## config.mk

```make
export PLATFORM = sky130hd
export DESIGN_NAME = game_sequencer
export DESIGN_NICKNAME = d
export VERILOG_FILES = /design/src/rtl/flood_pkg.sv /design/src/rtl/game_sequencer_param_clamp.sv /design/src/rtl/game_sequencer.sv
export SDC_FILE = /design/constraint.sdc
export NUM_CORES = 1
export LEC_CHECK = 0
export BUFFER_PORTS_ARGS = -buffer_cell sky130_fd_sc_hd__buf_2
export CORE_ASPECT_RATIO = 1.75
export CORE_MARGIN = 5
export CORE_UTILIZATION = 51
export DETAILED_ROUTE_END_ITERATION = 16
export HOLD_SLACK_MARGIN = 0.03
export PLACE_DENSITY = 0.85
export SLEW_MARGIN = 40
export SYNTH_ARGS = -nofsm -noshare
export SYNTH_HDL_FRONTEND = slang
export SYNTH_HIERARCHICAL = 1
export SYNTH_SLANG_ARGS = --single-unit
```

## constraint.sdc

```tcl
create_clock -name CLOCK -period 5.7 [get_ports CLOCK]
set_input_delay 1.14 -clock CLOCK [delete_from_list [all_inputs] [get_ports CLOCK]]
set_output_delay 1.14 -clock CLOCK [all_outputs]
set_load 0.01 [all_outputs]
```

## src/rtl/flood_pkg.sv

```systemverilog
// Shared types and constants for the Flood-It game controller and its helpers.
package flood_pkg;

    localparam int COLOR_W    = 3;
    localparam int SEED_W     = 16;
    localparam int MOVE_W     = 6;
    localparam int MIN_COLORS = 3;
    localparam int MAX_COLORS = 8;

    typedef enum logic [2:0] {
        ST_IDLE    = 3'd0,
        ST_GEN_REQ = 3'd1,
        ST_GEN_REL = 3'd2,
        ST_PLAY    = 3'd3,
        ST_FLOOD   = 3'd4,
        ST_WIN     = 3'd5,
        ST_LOSE    = 3'd6
    } state_t;

    // Product is formed in 8 bits; 26*8=208 so the quarter plus 4 stays within 56.
    function automatic logic [MOVE_W-1:0] calc_move_limit(input logic [4:0] size,
                                                           input logic [3:0] colors);
        logic [7:0] prod;
        prod = 8'(size) * 8'(colors);
        return MOVE_W'(prod >> 2) + MOVE_W'(4);
    endfunction

endpackage

```

## src/rtl/game_sequencer_param_clamp.sv

```systemverilog
// Combinational clamp of requested board size / colour count and derived move limit.
// Shared with the status display so both always agree on the effective game setup.
module param_clamp
    import flood_pkg::*;
#(
    parameter int MAX_SIZE = 26,
    parameter int MIN_SIZE = 2
) (
    input  logic [4:0]        size_sel,
    input  logic [3:0]        color_sel,
    output logic [4:0]        size,
    output logic [3:0]        color_num,
    output logic [MOVE_W-1:0] move_limit
);

    always_comb begin
        size = size_sel;
        if (size_sel < 5'(MIN_SIZE))
            size = 5'(MIN_SIZE);
        else if (size_sel > 5'(MAX_SIZE))
            size = 5'(MAX_SIZE);
    end

    always_comb begin
        color_num = color_sel;
        if (color_sel < 4'(MIN_COLORS))
            color_num = 4'(MIN_COLORS);
        else if (color_sel > 4'(MAX_COLORS))
            color_num = 4'(MAX_COLORS);
    end

    assign move_limit = calc_move_limit(size, color_num);

endmodule

```

## src/rtl/game_sequencer.sv

```systemverilog
// Flood-It game controller: generator handshake, pick filtering, flood launch, move count, win/lose.
// Optional AUTO_SEED_EN substitutes a free-running counter when SEED_IN is zero at START.
module game_sequencer
    import flood_pkg::*;
#(
    parameter int MAX_SIZE = 26,
    parameter int MIN_SIZE = 2
) (
    input  logic                CLOCK,
    input  logic                RESET,
    input  logic                START,
    input  logic [SEED_W-1:0]   SEED_IN,
    input  logic [4:0]          SIZE_SEL,
    input  logic [3:0]          COLOR_SEL,
    output logic                GEN_NEW_BOARD,
    output logic [SEED_W-1:0]   GEN_SEED,
    output logic [4:0]          GEN_SIZE,
    output logic [3:0]          GEN_COLOR_NUM,
    input  logic                GEN_READY,
    input  logic [COLOR_W-1:0]  CORNER_COLOR,
    input  logic                PICK_VALID,
    input  logic [COLOR_W-1:0]  PICK_COLOR,
    output logic                FLOOD_START,
    output logic [COLOR_W-1:0]  FLOOD_COLOR,
    input  logic                FLOOD_DONE,
    input  logic                FLOOD_FILLED,
    output logic [MOVE_W-1:0]   MOVES,
    output logic [MOVE_W-1:0]   MOVE_LIMIT,
    output logic [2:0]          STATE,
    output logic                WIN,
    output logic                LOSE
);

    state_t              state;
    logic                new_board_q;
    logic                pending;
    logic                restart;
    logic                start_go;
    logic                pick_ok;
    logic [4:0]          clamp_size;
    logic [3:0]          clamp_colors;
    logic [MOVE_W-1:0]   clamp_limit;
    logic [SEED_W-1:0]   seed_pick;

    param_clamp #(
        .MAX_SIZE (MAX_SIZE),
        .MIN_SIZE (MIN_SIZE)
    ) u_clamp (
        .size_sel   (SIZE_SEL),
        .color_sel  (COLOR_SEL),
        .size       (clamp_size),
        .color_num  (clamp_colors),
        .move_limit (clamp_limit)
    );

`ifdef AUTO_SEED_EN
    logic [SEED_W-1:0] seed_ctr;

    always_ff @(posedge CLOCK) begin
        if (RESET)
            seed_ctr <= 16'h0001;
        else if (seed_ctr == 16'hFFFF)
            seed_ctr <= 16'h0001;
        else
            seed_ctr <= seed_ctr + 16'h0001;
    end

    assign seed_pick = (SEED_IN == '0) ? seed_ctr : SEED_IN;
`else
    assign seed_pick = SEED_IN;
`endif

    // A deferred START from FLOOD is replayed through the same path as a direct one.
    always_comb begin
        start_go = restart;
        if (START && (state == ST_IDLE || state == ST_PLAY ||
                      state == ST_WIN  || state == ST_LOSE))
            start_go = 1'b1;
    end

    assign pick_ok = PICK_VALID && ({1'b0, PICK_COLOR} < GEN_COLOR_NUM) &&
                     (PICK_COLOR != CORNER_COLOR);

    always_ff @(posedge CLOCK) begin
        if (RESET) begin
            state         <= ST_IDLE;
            new_board_q   <= 1'b0;
            pending       <= 1'b0;
            restart       <= 1'b0;
            GEN_SEED      <= '0;
            GEN_SIZE      <= '0;
            GEN_COLOR_NUM <= '0;
            FLOOD_START   <= 1'b0;
            FLOOD_COLOR   <= '0;
            MOVES         <= '0;
            MOVE_LIMIT    <= '0;
            WIN           <= 1'b0;
            LOSE          <= 1'b0;
        end else begin
            FLOOD_START <= 1'b0;
            if (start_go) begin
                GEN_SEED      <= seed_pick;
                GEN_SIZE      <= clamp_size;
                GEN_COLOR_NUM <= clamp_colors;
                MOVE_LIMIT    <= clamp_limit;
                MOVES         <= '0;
                WIN           <= 1'b0;
                LOSE          <= 1'b0;
                pending       <= 1'b0;
                restart       <= 1'b0;
                new_board_q   <= 1'b1;
                state         <= ST_GEN_REQ;
            end else begin
                case (state)
                    ST_GEN_REQ: begin
                        if (GEN_READY) begin
                            new_board_q <= 1'b0;
                            state       <= ST_GEN_REL;
                        end
                    end
                    ST_GEN_REL: begin
                        if (!GEN_READY)
                            state <= ST_PLAY;
                    end
                    ST_PLAY: begin
                        if (pick_ok) begin
                            FLOOD_COLOR <= PICK_COLOR;
                            FLOOD_START <= 1'b1;
                            state       <= ST_FLOOD;
                        end
                    end
                    ST_FLOOD: begin
                        if (START)
                            pending <= 1'b1;
                        if (FLOOD_DONE) begin
                            MOVES <= MOVES + 1'b1;
                            // Let the counted move show for a cycle before a queued restart.
                            if (pending || START)
                                restart <= 1'b1;
                            else if (FLOOD_FILLED) begin
                                WIN   <= 1'b1;
                                state <= ST_WIN;
                            end else if (MOVES + 1'b1 == MOVE_LIMIT) begin
                                LOSE  <= 1'b1;
                                state <= ST_LOSE;
                            end else
                                state <= ST_PLAY;
                        end
                    end
                    default: ;
                endcase
            end
        end
    end

    // Gated by RESET so a reset mid-generation withdraws the request immediately.
    assign GEN_NEW_BOARD = new_board_q & ~RESET;
    assign STATE         = state;

endmodule

```

==> results of run 1 <==
==> layout make-up <==
| type | count | area [µm²] |
|---|---|---|
| Inverter | 13 | 48.8 |
| Timing Repair Buffer | 86 | 435 |
| Fill cell | 482 | 1960 |
| Clock buffer | 6 | 82.6 |
| Sequential cell | 49 | 981 |
| Tap cell | 74 | 92.6 |
| Clock inverter | 2 | 37.5 |
| Multi-Input combinational cell | 264 | 1660 |
==> flip-flops by register name, indices dropped and copies added (netlist names) <==
register       flops
FLOOD_START        1
LOSE               1
GEN_SEED          16
MOVES              6
new_board_q        1
GEN_COLOR_NUM      4
MOVE_LIMIT         6
FLOOD_COLOR        3
pending            1
WIN                1
restart            1
STATE              3
GEN_SIZE           5
==> worst register-to-register path, cell delays in order (launching register included) <==
cell and delay [ps]:
sky130_fd_sc_hd__dfxtp_1 510, sky130_fd_sc_hd__xnor3_1 500, sky130_fd_sc_hd__a21oi_2 150, sky130_fd_sc_hd__buf_4 340, sky130_fd_sc_hd__and4_1 380, sky130_fd_sc_hd__mux2i_1 210
==> routing by layer <==
layer,global-route usage [%],vias to the layer above
met5,0,-
met4,5.19,0
met1,21.4,1207
met2,35.1,73
met3,3.13,6
li1,-,1301
==> kinds of logic (layout without fill, tap and decap cells) <==
logic type / after synthesis / after routing
xor gates and xnor gates: 21 / 21
muxes: 3 / 3
buffers and inverters: 35 / 107
adders and majority gates: 20 / 20
DFF: 49 / 49
and+or+nand+nor: 153 / 153
AOI/OAI and AO/OA: 67 / 67
==> power by group through the flow <==
stage / clock, mW / sequential [mW] / combinational, mW
after CTS: 0.263 / 0.384 / 0.218
after global routing: 0.277 / 0.388 / 0.245
after global placement: 0 / 0.391 / 0.210
after floorplan: 0 / 0.399 / 0.141
final: 0.257 / 0.384 / 0.216
after detailed placement: 0 / 0.392 / 0.218
==> worst max path at each step <==
stage          depth (start not counted)                    endpoint        start  slack, ps
2_1_floorplan                         15  MOVE_LIMIT[4]$_SDFFE_PP0P_  SIZE_SEL[3]       1350
3_3_place_gp                          15  MOVE_LIMIT[4]$_SDFFE_PP0P_  SIZE_SEL[3]       1230
3_5_place_dp                          15  MOVE_LIMIT[4]$_SDFFE_PP0P_  SIZE_SEL[3]       1110
4_1_cts                               15  MOVE_LIMIT[4]$_SDFFE_PP0P_  SIZE_SEL[3]       1420
5_1_grt                               15  MOVE_LIMIT[4]$_SDFFE_PP0P_  SIZE_SEL[3]       1210
6_report                              15  MOVE_LIMIT[4]$_SDFFE_PP0P_  SIZE_SEL[3]       1420
==> cell usage in the layout (no fill, tap or decap), drive strengths merged, types with 8 or more instances in the layout <==
master,instances
xor2,11
and2,10
xnor2,8
buf,86
nor2,18
a21oi,45
nand2,80
inv,13
ha,14
nand2b,10
dfxtp,49
==> metrics.txt, run 1 <==
# TYPE chip_impl_metric gauge
chip_impl_info{name="outcome",value="complete, no violations"} 1
chip_impl_metric{name="finalNonFillerCells",unit=""} 494
chip_impl_metric{name="cellInternalPower",unit="mW"} 0.601
chip_impl_metric{name="core.rowCount",unit=""} 35
chip_impl_metric{name="synth-async-reset-ratio",unit="%"} 0
chip_impl_info{name="synthTopCellsByArea",value="sky130_fd_sc_hd__dfxtp_1, sky130_fd_sc_hd__nand2_1, sky130_fd_sc_hd__a21oi_1"} 1
chip_impl_metric{name="numPortBuffers",unit=""} 84
chip_impl_metric{name="relSlewSlack",unit="%"} 47.3
chip_impl_metric{name="ys_types",unit=""} 50
chip_impl_metric{name="overflow",unit=""} 0
chip_impl_info{name="ys_dominant_reg_cell",value="sky130_fd_sc_hd__dfxtp_1"} 1
chip_impl_metric{name="post_synth.cell_area_avg",unit="µm²"} 7.99
chip_impl_metric{name="synth_mux_area_share",unit="%"} 1.08
chip_impl_metric{name="detail_route.drc_violations",unit=""} 0
chip_impl_metric{name="route.antenna.remaining_nets",unit=""} 0
chip_impl_metric{name="synth_fp_nets",unit=""} 406
chip_impl_metric{name="post_cts_buffers",unit=""} 0
chip_impl_metric{name="final_hpwl_dp",unit="µm"} 5080
chip_impl_metric{name="simple_gate_share_of_the_synthesized_area",unit="%"} 26.1
chip_impl_metric{name="finalSetupTns",unit="ps"} 0
chip_impl_metric{name="cts_hold_repair.buffers",unit=""} 0
chip_impl_metric{name="dieHeight",unit="µm"} 108
chip_impl_metric{name="timing_worst_slew_pin_value",unit="ps"} 790
chip_impl_metric{name="drt-met1-wl",unit="µm"} 2630
chip_impl_metric{name="floorplan.initialDensity",unit="%"} 52.5
chip_impl_metric{name="final_design_area_no_fill",unit="µm²"} 3340
chip_impl_metric{name="synth_top_area_share",unit="%"} 35.3
chip_impl_metric{name="cts_htree_levels",unit=""} 2
chip_impl_metric{name="cts.sink_count",unit=""} 49
chip_impl_metric{name="path_clk_slew",unit="ps"} 90
chip_impl_metric{name="drt_first_pass_iters",unit=""} 4
chip_impl_info{name="path_delay_family",value="adder cells"} 1
chip_impl_metric{name="wirelength",unit="µm"} 6590
chip_impl_metric{name="cts_resized",unit=""} 0
chip_impl_metric{name="antenna_cells_inserted",unit=""} 0
chip_impl_metric{name="timing.fmax",unit="MHz"} 234
chip_impl_metric{name="power-per-cell-area",unit="nW/µm²"} 257
chip_impl_metric{name="worst-path-buf-inv",unit=""} 3
chip_impl_metric{name="clkLatencyLatePin",unit="ps"} 290
chip_impl_metric{name="p_comb_share",unit="%"} 25.2
chip_impl_metric{name="whs",unit="ps"} 454
chip_impl_info{name="timing.hold.worst.class",value="flip-flop to flip-flop"} 1
chip_impl_metric{name="synth.yosys.seq_area_share",unit="%"} 35.3
chip_impl_metric{name="drive_above_1_share",unit="%"} 24.8
chip_impl_info{name="worst_path_most_repeated_cell",value="sky130_fd_sc_hd__fa_1"} 1
chip_impl_info{name="timing.setup.critical_path_class",value="primary input to flip-flop"} 1
chip_impl_metric{name="fin_nets",unit=""} 477
chip_impl_metric{name="wl_met2",unit="µm"} 3550
chip_impl_metric{name="timing.critical_path.required",unit="ps"} 5920
chip_impl_info{name="hp-start",value="GEN_SEED[5]$_SDFFE_PP0P_"} 1
chip_impl_metric{name="fin_skew",unit="ps"} 6.65
chip_impl_metric{name="clock_power_share",unit="%"} 29.9
chip_impl_metric{name="num_io_pins",unit=""} 85
chip_impl_metric{name="final_max_slew_viol_count",unit=""} 0
chip_impl_metric{name="avgViaCountPerCell",unit=""} 5.24
chip_impl_metric{name="cts-buffers-inserted",unit=""} 5
chip_impl_metric{name="detailroute.wirelength.met3",unit="µm"} 324
chip_impl_metric{name="vias_in_the_first_global_route",unit=""} 2497
chip_impl_metric{name="initial_antenna_violation_count",unit=""} 0
chip_impl_metric{name="fin_util",unit="%"} 63.0
chip_impl_info{name="cts_tree",value="done"} 1
chip_impl_metric{name="setup_ws",unit="ps"} 1420
chip_impl_metric{name="synth_cells",unit=""} 348
chip_impl_info{name="route.top_layer_used",value="met4"} 1
chip_impl_info{name="timing.hold.worst_endpoint",value="GEN_SEED[5]$_SDFFE_PP0P_"} 1
chip_impl_info{name="rr_endpoint",value="FLOOD_COLOR[0]$_SDFFE_PP0P_"} 1
chip_impl_metric{name="min_period_over_period",unit="%"} 75.0
chip_impl_metric{name="switching_pwr",unit="mW"} 0.256
chip_impl_metric{name="post_synth_edffs",unit=""} 0
chip_impl_metric{name="worst-path-max-fanout",unit=""} 9
chip_impl_metric{name="synth_warnings",unit=""} 6
chip_impl_metric{name="synth_compound_gate_area_share",unit="%"} 14.2
chip_impl_metric{name="die-area",unit="µm²"} 7090
chip_impl_metric{name="r2r_setup_slack",unit="ps"} 3570
chip_impl_metric{name="hold_depth",unit=""} 2
chip_impl_metric{name="dpl_cell_area",unit="µm²"} 3220
chip_impl_info{name="cts.root.buffer_cell",value="sky130_fd_sc_hd__clkbuf_8"} 1
chip_impl_metric{name="detailedPlace.worstSlack",unit="ps"} 1110
chip_impl_metric{name="vias",unit=""} 2587
chip_impl_metric{name="area_growth",unit="%"} 20.1
chip_impl_metric{name="cts-root-to-sink-buffers",unit=""} 2
chip_impl_info{name="rsz0062_at_grt",value="no"} 1
chip_impl_info{name="setup.worst_path.start_class",value="primary input"} 1
chip_impl_info{name="synth_top_family_by_area",value="simple AND/OR/NAND/NOR gates"} 1
chip_impl_metric{name="die_x_extent",unit="µm"} 65.8
chip_impl_metric{name="crit_arrival",unit="ps"} 4500
chip_impl_metric{name="grt_max_degree",unit=""} 46
chip_impl_metric{name="cp_slowest_stage_delay",unit="ps"} 540
chip_impl_metric{name="vdd_ir_drop_max",unit="V"} 0.000173
chip_impl_metric{name="r2r_cells",unit=""} 5
chip_impl_info{name="worst_r2r_startpoint",value="STATE[0]$_SDFFE_PP0P_"} 1
chip_impl_metric{name="finalSetupViolations",unit=""} 0
chip_impl_metric{name="cap_violations",unit=""} 0
chip_impl_metric{name="ys_seq_elements",unit=""} 49
chip_impl_metric{name="finalCriticalPeriod",unit="ps"} 4280
chip_impl_metric{name="seqPwrFrac",unit="%"} 44.9
chip_impl_metric{name="hold_viol",unit=""} 0
chip_impl_metric{name="total_power_consumption_of_the_routed_design",unit="mW"} 0.857
chip_impl_info{name="synth_area_leader_cell",value="sky130_fd_sc_hd__dfxtp_1"} 1
chip_impl_metric{name="post_synth_xor_area_fraction",unit="%"} 7.60
chip_impl_metric{name="gp_routability_congestion",unit=""} 0.857
chip_impl_metric{name="drtIter0Drc",unit=""} 155
chip_impl_metric{name="sw_frac_of_total",unit="%"} 29.9
chip_impl_info{name="timing.critical_path.to_type",value="flip-flop"} 1
chip_impl_metric{name="grt_util_all_layers",unit="%"} 18.9
chip_impl_metric{name="post_synth_fa_ha_maj_area_fraction",unit="%"} 10.6
chip_impl_metric{name="route.detailed.wl_per_inst",unit="µm"} 13.3
chip_impl_info{name="cells_along_the_critical_path",value="buf_2 -> and3_1 -> or3_4 -> nand2_1 -> fa_1 -> fa_1 -> inv_1 -> fa_1 -> xnor2_1 -> inv_1 -> ha_1 -> xor2_1 -> xnor2_1 -> nand2_1 -> a21oi_1"} 1
chip_impl_metric{name="cellLeakagePower",unit="nW"} 1.57
chip_impl_metric{name="dp_cells",unit=""} 486
chip_impl_metric{name="syn_area",unit="µm²"} 2780
chip_impl_info{name="synth.top_cells.by_count",value="sky130_fd_sc_hd__nand2_1, sky130_fd_sc_hd__dfxtp_1, sky130_fd_sc_hd__a21oi_1, sky130_fd_sc_hd__clkbuf_1, sky130_fd_sc_hd__nor2_1"} 1
chip_impl_metric{name="placeable_core_region",unit="µm²"} 5300
chip_impl_info{name="critical_path_top_delay_cell",value="sky130_fd_sc_hd__fa_1"} 1
chip_impl_metric{name="grt_pass1_wl",unit="µm"} 10800
chip_impl_info{name="synth_most_common_cell",value="sky130_fd_sc_hd__nand2_1"} 1
Note: power is estimated with default switching activity, not from simulation.
==> run 2, diff against run 1 <==
--- a/config.mk
+++ b/config.mk
@@ -8,10 +8,10 @@
 export BUFFER_PORTS_ARGS = -buffer_cell sky130_fd_sc_hd__buf_2
 export CORE_ASPECT_RATIO = 1.75
 export CORE_MARGIN = 5
-export CORE_UTILIZATION = 51
+export CORE_UTILIZATION = 46
 export DETAILED_ROUTE_END_ITERATION = 16
 export HOLD_SLACK_MARGIN = 0.03
-export PLACE_DENSITY = 0.85
+export PLACE_DENSITY = 0.82
 export SLEW_MARGIN = 40
 export SYNTH_ARGS = -nofsm -noshare
 export SYNTH_HDL_FRONTEND = slang
==> constraint.sdc (replaced) <==
create_clock -name CLOCK -period 3.51 [get_ports CLOCK]
set_input_delay 0.702 -clock CLOCK [delete_from_list [all_inputs] [get_ports CLOCK]]
set_output_delay 0.702 -clock CLOCK [all_outputs]
set_load 0.01 [all_outputs]
==> run 2 against run 1 <==
- the run now ends with setup timing left
- register-to-register slack worse by 2200 ps
- total power is 63% higher
- combinational power is 100% higher
- clock-buffer cell count stayed put
- flip-flop and latch count stayed put
- final cell count is 4.3% higher
- die area is 9.5% higher
- clock skew is 2.8 ps higher
- first-iteration DRC count is 37% lower
- sequential power is 63% higher
- hold slack worse by 4.1 ps
==> metrics.txt, run 2 (synthesis gave the netlist of run 1 again) <==
# TYPE chip_impl_metric gauge
chip_impl_metric{name="drive_above_1_share",unit="%"} 33.2
chip_impl_info{name="violations_in_the_final_reports",value="setup timing"} 1
chip_impl_metric{name="core.rowCount",unit=""} 37
chip_impl_metric{name="route.antenna.remaining_nets",unit=""} 0
chip_impl_metric{name="final_hpwl_dp",unit="µm"} 5360
chip_impl_metric{name="grt_util_all_layers",unit="%"} 18.4
chip_impl_metric{name="num_io_pins",unit=""} 85
chip_impl_metric{name="area_growth",unit="%"} 28.9
chip_impl_metric{name="power-per-cell-area",unit="nW/µm²"} 389
chip_impl_info{name="largest-register",value="GEN_SEED"} 1
chip_impl_info{name="largest_registers",value="GEN_SEED: 16 flops, MOVES: 6 flops, MOVE_LIMIT: 6 flops"} 1
chip_impl_metric{name="sw_frac_of_total",unit="%"} 31.7
chip_impl_metric{name="r2r_setup_slack",unit="ps"} 1350
chip_impl_metric{name="vias_in_the_first_global_route",unit=""} 2628
chip_impl_metric{name="dieHeight",unit="µm"} 113
chip_impl_metric{name="final_max_slew_viol_count",unit=""} 0
chip_impl_metric{name="cts-root-to-sink-buffers",unit=""} 2
chip_impl_metric{name="overflow",unit=""} 0
chip_impl_metric{name="die_x_extent",unit="µm"} 68.8
chip_impl_metric{name="detail_route.drc_violations",unit=""} 0
chip_impl_metric{name="setup_ws",unit="ps"} -55.7
chip_impl_metric{name="min_period_over_period",unit="%"} 102
chip_impl_info{name="setup.worst_path.start_class",value="primary input"} 1
chip_impl_info{name="timing.setup.critical_path_class",value="primary input to flip-flop"} 1
chip_impl_metric{name="placeable_core_region",unit="µm²"} 5880
chip_impl_metric{name="drtIter0Drc",unit=""} 97
chip_impl_metric{name="cts.sink_count",unit=""} 49
chip_impl_metric{name="total_power_consumption_of_the_routed_design",unit="mW"} 1.40
chip_impl_metric{name="crit_arrival",unit="ps"} 3800
chip_impl_metric{name="vias",unit=""} 2644
chip_impl_info{name="timing.critical_path.to_type",value="flip-flop"} 1
chip_impl_metric{name="relSlewSlack",unit="%"} 58.1
chip_impl_metric{name="clkLatencyLatePin",unit="ps"} 310
chip_impl_metric{name="wirelength",unit="µm"} 7000
chip_impl_info{name="cts.root.buffer_cell",value="sky130_fd_sc_hd__clkbuf_8"} 1
chip_impl_metric{name="cts-buffers-inserted",unit=""} 5
chip_impl_metric{name="cap_violations",unit=""} 0
chip_impl_metric{name="worst-path-max-fanout",unit=""} 4
chip_impl_metric{name="clock_power_share",unit="%"} 24.3
chip_impl_metric{name="cts_htree_levels",unit=""} 2
chip_impl_metric{name="antenna_cells_inserted",unit=""} 0
chip_impl_info{name="outcome",value="finished with violations"} 1
chip_impl_metric{name="hold_viol",unit=""} 0
chip_impl_metric{name="vdd_ir_drop_max",unit="V"} 0.000190
chip_impl_metric{name="gp_routability_congestion",unit=""} 0.892
chip_impl_metric{name="cellLeakagePower",unit="nW"} 1.65
chip_impl_metric{name="cellInternalPower",unit="mW"} 0.954
chip_impl_metric{name="drt_first_pass_iters",unit=""} 4
chip_impl_metric{name="switching_pwr",unit="mW"} 0.443
chip_impl_info{name="timing.hold.worst.class",value="flip-flop to flip-flop"} 1
chip_impl_metric{name="p_comb_share",unit="%"} 31.0
chip_impl_metric{name="timing_worst_slew_pin_value",unit="ps"} 629
chip_impl_metric{name="numPortBuffers",unit=""} 84
chip_impl_metric{name="timing.fmax",unit="MHz"} 280
chip_impl_metric{name="largest_register_ff_count",unit=""} 16
chip_impl_metric{name="fin_skew",unit="ps"} 9.41
chip_impl_info{name="mostFrequentLayoutCell",value="sky130_fd_sc_hd__buf_2"} 1
chip_impl_metric{name="finalSetupViolations",unit=""} 1
chip_impl_metric{name="grt_max_degree",unit=""} 45
chip_impl_metric{name="grt_pass1_wl",unit="µm"} 11200
chip_impl_metric{name="cts_hold_repair.buffers",unit=""} 0
chip_impl_metric{name="floorplan.initialDensity",unit="%"} 47.3
chip_impl_metric{name="path_clk_slew",unit="ps"} 80
chip_impl_metric{name="initial_antenna_violation_count",unit=""} 0
chip_impl_metric{name="fin_nets",unit=""} 495
chip_impl_metric{name="seqPwrFrac",unit="%"} 44.7
chip_impl_metric{name="route.detailed.wl_per_inst",unit="µm"} 13.6
chip_impl_metric{name="dpl_cell_area",unit="µm²"} 3390
chip_impl_info{name="layout_common_cells",value="sky130_fd_sc_hd__buf_2, sky130_fd_sc_hd__nand2_1, sky130_fd_sc_hd__dfxtp_1"} 1
chip_impl_metric{name="final_design_area_no_fill",unit="µm²"} 3580
chip_impl_metric{name="avgViaCountPerCell",unit=""} 5.13
chip_impl_metric{name="die-area",unit="µm²"} 7760
chip_impl_info{name="rsz0062_at_grt",value="yes"} 1
chip_impl_metric{name="finalCriticalPeriod",unit="ps"} 3570
chip_impl_info{name="cts_tree",value="done"} 1
chip_impl_metric{name="timing.critical_path.required",unit="ps"} 3750
run 2: cell types whose count changed in the layout (fill, tap and decap cells not counted), moves of 3 or more:
cell	change
sky130_fd_sc_hd__ha_1	-4
sky130_fd_sc_hd__ha_4	+3
sky130_fd_sc_hd__buf_2	-3
sky130_fd_sc_hd__nand2_2	+3
sky130_fd_sc_hd__buf_6	+3
sky130_fd_sc_hd__nand2_1	-3
sky130_fd_sc_hd__buf_4	+18
sky130_fd_sc_hd__a21oi_1	-3
run 2: path summary, 6_finish.rpt:
check	end	depth (start not counted)	startpoint
min	GEN_SEED[0]$_SDFFE_PP0P_	2	GEN_SEED[0]$_SDFFE_PP0P_
max reg2reg	FLOOD_COLOR[2]$_SDFFE_PP0P_	4	STATE[0]$_SDFFE_PP0P_
min reg2reg	GEN_SEED[0]$_SDFFE_PP0P_	2	GEN_SEED[0]$_SDFFE_PP0P_
max	MOVE_LIMIT[4]$_SDFFE_PP0P_	16	SIZE_SEL[4]
run 2: power groups by stage:
stage | sequential, mW | combinational, mW | clock, mW
after floorplan | 0.648 | 0.251 | 0
after global placement | 0.637 | 0.390 | 0
after detailed placement | 0.638 | 0.400 | 0
after CTS | 0.624 | 0.417 | 0.349
after global routing | 0.631 | 0.476 | 0.371
final | 0.625 | 0.432 | 0.340
run 2: per-layer routing:
layer  part of all wire (%)  track usage [%]
met5                      0                0
met1                     38             19.2
met3                    4.2             1.99
met2                     55             34.0
met4                    3.2             9.51
run 2: what timing repair did:
item / 4_1_cts / 5_1_grt
setup endpoints to repair: 2 / 2
buffers inserted: 3 / 2
pin swaps: 17 / 16
gates resized for setup: 6 / 10
run 2: critical path, cell delays in order:
cell,delay (ps)
sky130_fd_sc_hd__buf_6,100
sky130_fd_sc_hd__and3_4,160
sky130_fd_sc_hd__or3_4,350
sky130_fd_sc_hd__nand2_2,80
sky130_fd_sc_hd__fa_1,420
sky130_fd_sc_hd__inv_2,70
sky130_fd_sc_hd__fa_1,450
sky130_fd_sc_hd__ha_4,320
sky130_fd_sc_hd__nand3_2,100
sky130_fd_sc_hd__and3b_2,230
sky130_fd_sc_hd__nor2_2,110
sky130_fd_sc_hd__ha_2,200
sky130_fd_sc_hd__xor2_2,150
sky130_fd_sc_hd__xnor2_1,130
sky130_fd_sc_hd__nand2_1,80
sky130_fd_sc_hd__a21oi_2,150
run 2: final cells by class:
type	count	area (µm²)
flip-flops and latches	49	981
clock buffers	6	82.6
repair buffers	104	589
fillers	559	2290
multi-input cells	264	1780
well taps	78	97.6
clock inverters	1	7.51
inverters	13	48.8
run 2: metrics by stage:
stage	setup slack, ps	std cells	setup TNS (ps)	hold WS (ps)	utilization, %
5_1_grt	-164	515	-244	475	61.0
3_3_place_gp	-346	503	-799	435	57.6
4_1_cts	-18.1	513	-18.1	453	60.1
2_1_floorplan	-208	348	-419	446	-
6_report	-55.7	515	-55.7	449	61.0
3_5_place_dp	-372	503	-914	441	57.6
